### src/rtl/alsu_stim_gen_if.sv
// ALSU drive/observe bus between the stimulus generator and the ALSU under test.
interface alsu_stim_gen_if;
  logic       alsu_rst;
  logic       cin;
  logic       serial_in;
  logic       red_op_A;
  logic       red_op_B;
  logic       bypass_A;
  logic       bypass_B;
  logic       direction;
  logic [2:0] A;
  logic [2:0] B;
  logic [2:0] opcode;
  logic [5:0] out_in;

  modport master (
    output alsu_rst, cin, serial_in, red_op_A, red_op_B,
           bypass_A, bypass_B, direction, A, B, opcode,
    input  out_in
  );

  modport slave (
    input  alsu_rst, cin, serial_in, red_op_A, red_op_B,
           bypass_A, bypass_B, direction, A, B, opcode,
    output out_in
  );
endinterface

### src/rtl/alsu_stim_gen.sv
// ALSU stimulus generator: phased LFSR-driven drives with a MISR signature over out_in.
module alsu_stim_gen #(
  parameter logic [15:0] SEED  = 16'hACE1,
  parameter int unsigned N_RST = 1,
  parameter int unsigned N_P1  = 5,
  parameter int unsigned N_P2  = 15
) (
  input  logic                   clk,
  input  logic                   rst,
  input  logic                   start,
  alsu_stim_gen_if.master        bus,
  output logic                   busy,
  output logic                   done,
  output logic [15:0]            signature
);

  localparam int unsigned CNT_W = 8;
  localparam logic [15:0] LFSR_TAPS = 16'hB400;
  // A zero seed would lock the LFSR, so it is replaced by 1.
  localparam logic [15:0] SEED_EFF  = (SEED == 16'h0000) ? 16'h0001 : SEED;

  typedef enum logic [2:0] {
    S_IDLE, S_INIT, S_PH1, S_PH2, S_DRAIN, S_DONE
  } state_t;

  state_t             state, state_nxt;
  logic [CNT_W-1:0]   cnt, cnt_nxt;
  logic [15:0]        lfsr, lfsr_adv, sig_nxt;
  logic [2:0]         op_sel;
  logic               accept;
  logic               lfsr_run, misr_run, busy_nxt;

  // Next state and phase-length counter.
  always_comb begin
    state_nxt = state;
    cnt_nxt   = (cnt == '0) ? cnt : cnt - CNT_W'(1);
    case (state)
      S_IDLE:  if (start) begin
                 state_nxt = S_INIT;
                 cnt_nxt   = CNT_W'(N_RST - 1);
               end
      S_INIT:  if (cnt == '0) begin
                 state_nxt = S_PH1;
                 cnt_nxt   = CNT_W'(N_P1 - 1);
               end
      S_PH1:   if (cnt == '0) begin
                 state_nxt = S_PH2;
                 cnt_nxt   = CNT_W'(N_P2 - 1);
               end
      S_PH2:   if (cnt == '0) begin
                 state_nxt = S_DRAIN;
                 cnt_nxt   = CNT_W'(1);
               end
      S_DRAIN: if (cnt == '0) begin
                 state_nxt = S_DONE;
                 cnt_nxt   = '0;
               end
      S_DONE:  state_nxt = S_IDLE;
      default: begin
                 state_nxt = S_IDLE;
                 cnt_nxt   = '0;
               end
    endcase
  end

  always_comb begin
    accept   = (state == S_IDLE) && start;
    lfsr_run = (state_nxt == S_PH1) || (state_nxt == S_PH2);
    misr_run = (state == S_PH1) || (state == S_PH2) || (state == S_DRAIN);
    busy_nxt = (state_nxt == S_INIT) || (state_nxt == S_PH1) ||
               (state_nxt == S_PH2)  || (state_nxt == S_DRAIN);
    lfsr_adv = (lfsr >> 1) ^ (lfsr[0] ? LFSR_TAPS : 16'h0000);
    sig_nxt  = {signature[14:0], signature[15] ^ signature[13] ^ signature[12] ^ signature[10]}
               ^ {10'b0, bus.out_in};
    // Fold 6 and 7 back onto 0 and 1 so the opcode stays legal.
    op_sel   = (lfsr[2:0] >= 3'd6) ? (lfsr[2:0] - 3'd6) : lfsr[2:0];
  end

  always_ff @(posedge clk or negedge rst) begin
    if (!rst) begin
      state         <= S_IDLE;
      cnt           <= '0;
      busy          <= 1'b0;
      done          <= 1'b0;
      signature     <= '0;
      lfsr          <= SEED_EFF;
      bus.alsu_rst  <= 1'b1;
      bus.cin       <= 1'b1;
      bus.serial_in <= 1'b1;
      bus.red_op_A  <= 1'b0;
      bus.red_op_B  <= 1'b0;
      bus.bypass_A  <= 1'b0;
      bus.bypass_B  <= 1'b0;
      bus.direction <= 1'b1;
      bus.A         <= 3'd5;
      bus.B         <= 3'd1;
      bus.opcode    <= 3'd2;
    end else begin
      state <= state_nxt;
      cnt   <= cnt_nxt;
      busy  <= busy_nxt;
      done  <= (state_nxt == S_DONE);

      if (accept) begin
        lfsr      <= SEED_EFF;
        signature <= '0;
      end else begin
        if (lfsr_run) lfsr      <= lfsr_adv;
        if (misr_run) signature <= sig_nxt;
      end

      // Drives follow the state being entered; DRAIN and DONE hold.
      case (state_nxt)
        S_IDLE, S_INIT: begin
          bus.alsu_rst  <= 1'b1;
          bus.bypass_A  <= 1'b0;
          bus.bypass_B  <= 1'b0;
          bus.direction <= 1'b1;
          bus.A         <= 3'd5;
          bus.B         <= 3'd1;
          bus.opcode    <= 3'd2;
        end
        S_PH1: begin
          bus.alsu_rst                   <= 1'b0;
          {bus.A, bus.B, bus.direction}  <= lfsr[15:9];
          bus.opcode                     <= op_sel;
        end
        S_PH2: begin
          {bus.bypass_A, bus.bypass_B}   <= lfsr[10:9];
          bus.opcode                     <= op_sel;
        end
        default: ;
      endcase
    end
  end

endmodule

### src/flat_wrapper.sv
// flat-port wrapper written by rule: the top's interface ports become plain ports
module alsu_stim_gen_flat 
#(
  parameter logic [15:0] SEED  = 16'hACE1,
  parameter int unsigned N_RST = 1,
  parameter int unsigned N_P1  = 5,
  parameter int unsigned N_P2  = 15
)
  (clk, rst, start, busy, done, signature, bus_alsu_rst, bus_cin, bus_serial_in, bus_red_op_A, bus_red_op_B, bus_bypass_A, bus_bypass_B, bus_direction, bus_A, bus_B, bus_opcode, bus_out_in);
  alsu_stim_gen_if bus_i ();
  input  logic clk;
  input  logic rst;
  input  logic start;
  output logic busy;
  output logic done;
  output logic [15:0] signature;
  output wire logic [$bits(bus_i.alsu_rst)-1:0] bus_alsu_rst;
  output wire logic [$bits(bus_i.cin)-1:0] bus_cin;
  output wire logic [$bits(bus_i.serial_in)-1:0] bus_serial_in;
  output wire logic [$bits(bus_i.red_op_A)-1:0] bus_red_op_A;
  output wire logic [$bits(bus_i.red_op_B)-1:0] bus_red_op_B;
  output wire logic [$bits(bus_i.bypass_A)-1:0] bus_bypass_A;
  output wire logic [$bits(bus_i.bypass_B)-1:0] bus_bypass_B;
  output wire logic [$bits(bus_i.direction)-1:0] bus_direction;
  output wire logic [$bits(bus_i.A)-1:0] bus_A;
  output wire logic [$bits(bus_i.B)-1:0] bus_B;
  output wire logic [$bits(bus_i.opcode)-1:0] bus_opcode;
  input wire logic [$bits(bus_i.out_in)-1:0] bus_out_in;
  assign bus_alsu_rst = bus_i.alsu_rst;
  assign bus_cin = bus_i.cin;
  assign bus_serial_in = bus_i.serial_in;
  assign bus_red_op_A = bus_i.red_op_A;
  assign bus_red_op_B = bus_i.red_op_B;
  assign bus_bypass_A = bus_i.bypass_A;
  assign bus_bypass_B = bus_i.bypass_B;
  assign bus_direction = bus_i.direction;
  assign bus_A = bus_i.A;
  assign bus_B = bus_i.B;
  assign bus_opcode = bus_i.opcode;
  assign bus_i.out_in = bus_out_in;
  alsu_stim_gen #(.SEED(SEED), .N_RST(N_RST), .N_P1(N_P1), .N_P2(N_P2)) u_core (.clk(clk), .rst(rst), .start(start), .bus(bus_i), .busy(busy), .done(done), .signature(signature));
endmodule
### config.mk
export PLATFORM = sky130hd
export DESIGN_NAME = alsu_stim_gen_flat
export DESIGN_NICKNAME = d
export VERILOG_FILES = /design/src/rtl/alsu_stim_gen_if.sv /design/src/rtl/alsu_stim_gen.sv /design/src/flat_wrapper.sv
export SDC_FILE = /design/constraint.sdc
export NUM_CORES = 1
export LEC_CHECK = 0
export BUFFER_PORTS_ARGS = -buffer_cell sky130_fd_sc_hd__buf_2
export CAP_MARGIN = 0
export CELL_PAD_IN_SITES_DETAIL_PLACEMENT = 0
export CELL_PAD_IN_SITES_GLOBAL_PLACEMENT = 1
export CORE_ASPECT_RATIO = 1.75
export CORE_MARGIN = 5
export CORE_UTILIZATION = 40
export DETAILED_ROUTE_END_ITERATION = 8
export GPL_ROUTABILITY_DRIVEN = 0
export GPL_TIMING_DRIVEN = 1
export PLACE_DENSITY_LB_ADDON = 0.1
export SYNTH_ARGS = -nofsm -noshare
export SYNTH_HDL_FRONTEND = slang
export SYNTH_SLANG_ARGS = --single-unit
### constraint.sdc
create_clock -name clk -period 2.4 [get_ports clk]
set_clock_uncertainty 0.1 [all_clocks]
set_input_delay 0.12 -clock clk [delete_from_list [all_inputs] [get_ports clk]]
set_output_delay 0.12 -clock clk [all_outputs]
set_load 0.02 [all_outputs]
; ---- Yosys cells after proc, flatten, opt, wreduce, memory -nomap -nowiden
; Cells that the tools add are included.
[classes]
magnitude_cmp = 1
n_reduce_logical = 17
n_addsub = 2
n_mux = 26
bitwise_logic = 5
n_eq_ne = 10
[op_table]
columns = op, n
row1 = $mux 16, 5
row2 = $mux 8, 6
row3 = $pmux 8 s6, 1
row4 = $mux 3, 6
row5 = $pmux 3 s2, 3
row6 = $xor 15x16->16, 1
row7 = $xor 16x6->16, 1
row8 = $pmux 3 s5, 1
row9 = $eq 3x2->1 const B, 4
row10 = $eq 3x3->1 const B, 4
row11 = $reduce_bool 2->1, 5
row12 = $logic_not 8->1, 1
row13 = $pmux 1 s2, 4
row14 = $sub 8x1->8 const B, 1
row15 = $eq 3x1->1 const B, 2
row16 = $logic_not 3->1, 2
row17 = $logic_or 1x1->1, 6
row18 = $reduce_or 2->1, 2
row19 = $ge 3x3->1 const B, 1
row20 = $sub 3x3->3 const B, 1
row21 = $xor 1x1->1, 3
row22 = $logic_and 1x1->1, 1
[word_totals]
reg_bits = 58
word_cells = 74
out_inout_bits = 35
input_bits = 9

; ---- Depth between registers and ports, before layout
[logic_depth]
ltp_word = 7
mapped_depth = 10
ltp_nobuf = 9

; ---- Least setup slack after synthesis
; No wires, ideal clock.
[synth_timing]
path_type = register to register
startpoint = reg u_core.cnt[0]
endpoint = reg u_core.cnt[0]
setup_ps = 126
period_less_slack_ps = 2439
path_stages_with_launch = 11
path_buffers = 1
t_arrival_ps = 2213
path_slack_ps = -39
path_cell_list = dfrtp_1 > inv_1 > ha_1 > or3b_2 > nor2_8 > inv_2 > buf_6 > ha_1 > o21ai_0 > o21ai_0 > a221o_1
[synth_between]
elab_chain_cells = 4
elab_cells_between_ends = 9
[synth_rtl]
columns = item, line_no
row1 = "start, declared", alsu_stim_gen.sv:27  ; logic [CNT_W-1:0] cnt, cnt_nxt;
row2 = "start signal, assigned", alsu_stim_gen.sv:100  ; cnt <= cnt_nxt;
row3 = $sub 8x1->8 / $logic_not 8->1 (equally long branches), "alsu_stim_gen.sv:36, alsu_stim_gen.sv:42, alsu_stim_gen.sv:46"
row4 = $mux 8, alsu_stim_gen.sv:36  ; cnt_nxt = (cnt == '0) ? cnt : cnt - CNT_W'(1);
row5 = "$mux 8, on equally long branches", --
row6 = $pmux 8 s6 *, alsu_stim_gen.sv:37  ; case (state)
row7 = net u_core.cnt_nxt[0], alsu_stim_gen.sv:27
; Mark *: on every way through the listed nets, which the timed path passes. The rest lies on a longest branch.
; A chain may end at the register's enable or synchronous reset.

; ---- Worst setup path after layout
; Same ends and word-level chain as after synthesis.

==> key figures <==
Outcome
  • Outcome: finished, final reports clean

Place
  • Dpl cells: 432
  • Dpl ws: 0.1144 ns
  • Post-DP HPWL: 5253 um
  • Port-buffer cells: 39
  • Placed instance area: 3344 sq um

Global route
  • Total Routing Usage GR: 17.60%
  • Initial antenna violation count: 0
  • Vias in the first global route: 2446
  • Wire length of the first global-routing pass: 12540 um
  • Largest net degree at the start of global routing: 59
  • GRT overflow: 0

STA
  • Slew @ Worst Pin: 0.7578 ns
  • Clock period minus worst slack: 2.242 ns
  • Fin worst setup slack: 0.1584 ns
  • Setup TNS: 0 ns
  • Slew margin rel.: 49.48%
  • RSZ-0062 raised after global routing: no
  • Fmax: 446.1 MHz
  • Tcrit/Tclk final: 93.40%
  • Final setup violation count: 0
  • Final hold vios: 0
  • Max-slew violation count: 0

CTS
  • Clock-pin slew of the registers on the worst-case setup and hold paths: 0.05 ns
  • Post_cts resized: 0
  • Clk Tree Root Cell: clkbuf_16
  • Num CTS Buffers: 9
  • Worst skew pair latency: 0.33 ns
  • CTS sink count: 58
  • H-tree depth: 3
  • Clock buffer depth: 2
  • CTS tree: built

Yosys
  • Mapped Cells: 307
  • Sequential share of the synthesized area: 48.75%
  • Async set-reset flop share out of synthesis: 100.0%
  • Adder-cell share of the synthesized area: 1.661%
  • Number of flops mapped to enable cells by yosys: 0
  • Simple-gate share of the synthesized area: 18.60%
  • Post-synthesis area per instance: 9.814 sq um
  • Mux contribution to synthesized area: 6.146%
  • Cell Area, Synth: 3013 sq um
  • Synth Area in XOR/XNOR: 5.233%
  • Post-synthesis register bit count: 58
  • Main synth FF type: dfrtp_1
  • Compound-Gate Fraction of Synth Area: 13.75%
  • YS warnings: 4
  • Distinct cells, synth: 45
  • Largest family of logic cells by synthesized area: simple AND/OR/NAND/NOR gates

Routing
  • DR vias: 2434
  • DR WL/cell: 16.35 um
  • DR vias/cell: 5.349
  • DRT Pass-1 Iters: 6
  • Initial drt markers: 147
  • DRC viols: 0
  • Remaining antenna violation count: 0
  • DRT Wirelength: 7439 um

Floorplan
  • Num ports: 44
  • Die H: 124.8 um
  • FP Rows: 42
  • Die ar.: 9436 sq um
  • Die W: 75.61 um
  • Initial core utilization: 40.38%
  • Core area: 7462 sq um

Cells and area
  • Final std cells w/o fill: 455
  • Most frequent cells in the layout: 44 x dfrtp_1, 39 x buf_2, 38 x nand2_1
  • P&R area growth vs syn: 22.67%
  • Area of the multi-input gates: 1385 sq um
  • Fill cell count: 720
  • Layout cells sized above 1: 25.61%
  • Nets: 375
  • Fin area: 3696 sq um
  • Diode count: 0
  • Commonest non-fill, non-tap cell in the layout: dfrtp_1
  • Reg area: 1469 sq um

Critical path
  • WS Path Type: flop to flop
  • WP data arrival: 2.41 ns
  • Crit path max fanout: 17
  • Setup crit end kind: flop
  • Critical Path RT: 2.57 ns
  • Type of origin of the critical path: flop
  • Worst Reg-to-Reg Cells: 9

Power
  • Final Power: 5.738 mW
  • Leak: 1.725 nW
  • Power per cell area: 1552 nW/um^2
  • Worst VDD drop: 0.0006041 V

Min path
  • Hold crit path type: input pin to flop
  • WHS Path Cells: 3

Run
  • Max Cap Viol: 0
==> synthesized netlist by cell type, types with 2 or more instances <==
master	count	area [sq um]
a211oi_1	5	37.54
a21oi_1	12	60.06
a221o_1	3	30.03
a221oi_1	2	17.52
a22o_1	3	26.28
a22oi_1	4	30.03
buf_1	3	11.26
buf_4	5	37.54
buf_6	2	22.52
clkbuf_1	9	33.78
dfrtp_1	44	1101
dfstp_2	14	367.9
ha_1	4	50.05
inv_1	17	63.81
mux2_4	3	45.04
mux2i_1	14	140.1
nand2_1	38	142.6
nand3_1	21	105.1
nor2_1	21	78.83
nor2b_1	4	25.02
nor3_1	8	40.04
nor3b_1	5	37.54
nor4_1	2	12.51
o211ai_1	3	22.52
o21ai_0	15	75.07
o22ai_1	5	31.28
o31ai_4	2	42.54
or3_1	5	31.28
or3b_2	2	17.52
xnor2_1	16	140.1
xor2_1	2	17.52
==> registers in the layout (all words and copies together) (netlist names) <==
register              count
u_core.bus.A              3
u_core.bus.B              3
u_core.bus.alsu_rst       1
u_core.bus.bypass_A       1
u_core.bus.bypass_B       1
u_core.bus.direction      1
u_core.bus.opcode         3
u_core.busy               1
u_core.cnt                8
u_core.done               1
u_core.lfsr              16
u_core.signature         16
u_core.state              3
==> worst max-delay path, cell delays in order, from the launching register on <==
cell	delay (ns)
dfrtp_1	0.41
inv_1	0.12
ha_1	0.18
or3b_4	0.45
nor2_8	0.14
inv_2	0.04
buf_4	0.19
ha_1	0.21
o21ai_0	0.17
a221o_1	0.16
==> layout make-up <==
| class | instances | share of cell area [%] |
|---|---|---|
| inverter | 18 | 1.828 |
| tap | 88 | 2.979 |
| clock inverter | 2 | 0.2708 |
| timing repair buffer | 60 | 10.29 |
| clock buffer | 14 | 7.414 |
| multi-input combinational | 215 | 37.47 |
| sequential | 58 | 39.74 |
==> per-stage QoR <==
stage | hold slack (ns) | util [%]
2_1_floorplan | -0.2756 | -
3_3_place_gp | 0.2256 | 44.82
3_5_place_dp | 0.2391 | 44.82
4_1_cts | 0.06575 | 49.43
5_1_grt | 0.1247 | 49.53
6_report | 0.07096 | 49.53
==> logic make-up (layout without fill, tap and decap cells) <==
| family | count (synthesis) | count (layout) |
|---|---|---|
| adder cells (fa/ha/maj) | 4 | 4 |
| flip-flops | 58 | 58 |
| AND/OR/NAND/NOR | 113 | 113 |
| AO/OA/AOI/OAI | 59 | 59 |
| multiplexers | 17 | 17 |
| buffers and inverters | 37 | 94 |
| XOR/XNOR | 18 | 18 |
| other | 1 | 4 |
==> final timing paths <==
| check | startpoint | endpoint | slack (ns) |
|---|---|---|---|
| worst max-delay path | u_core.cnt[0]$_DFF_PN0_ | u_core.cnt[0]$_DFF_PN0_ | 0.16 |
| worst min-delay path | start | u_core.state[0]$_DFF_PN0_ | 0.07 |
| worst max register to register | u_core.cnt[0]$_DFF_PN0_ | u_core.cnt[0]$_DFF_PN0_ | 0.16 |
| worst min register to register | u_core.lfsr[6]$_DFFE_PN1P_ | u_core.lfsr[5]$_DFFE_PN1P_ | 0.38 |
| max in group asynchronous | rst | u_core.signature[6]$_DFFE_PN0P_ | 1.30 |
| min in group asynchronous | rst | u_core.cnt[7]$_DFF_PN0_ | 0.38 |
==> metal layers <==
layer  vias up  GRT usage (%)  wire, um
li1       1175              -         -
met1      1182          21.65      2964
met2        60          28.37      3971
met3        17          4.604       289
met4         0          7.209       214
met5         -              0         0
==> where the power goes <==
| group | leakage (nW) | internal (mW) | switching (mW) | total [mW] |
|---|---|---|---|---|
| registers | 0.709 | 1.52 | 0.469 | 1.98 |
| clock network | 0.143 | 0.778 | 0.422 | 1.20 |
| logic | 0.874 | 1.09 | 1.47 | 2.55 |
| total | 1.73 | 3.38 | 2.36 | 5.74 |
==> what timing repair did <==
| action | 4_1_cts | 5_1_grt |
|---|---|---|
| endpoints found under the hold margin | 49 | 0 |
| hold buffers | 6 | 0 |
| setup buffers | 0 | 1 |
| setup endpoints to repair | 0 | 1 |
Note: power is estimated with default switching activity, not from simulation.
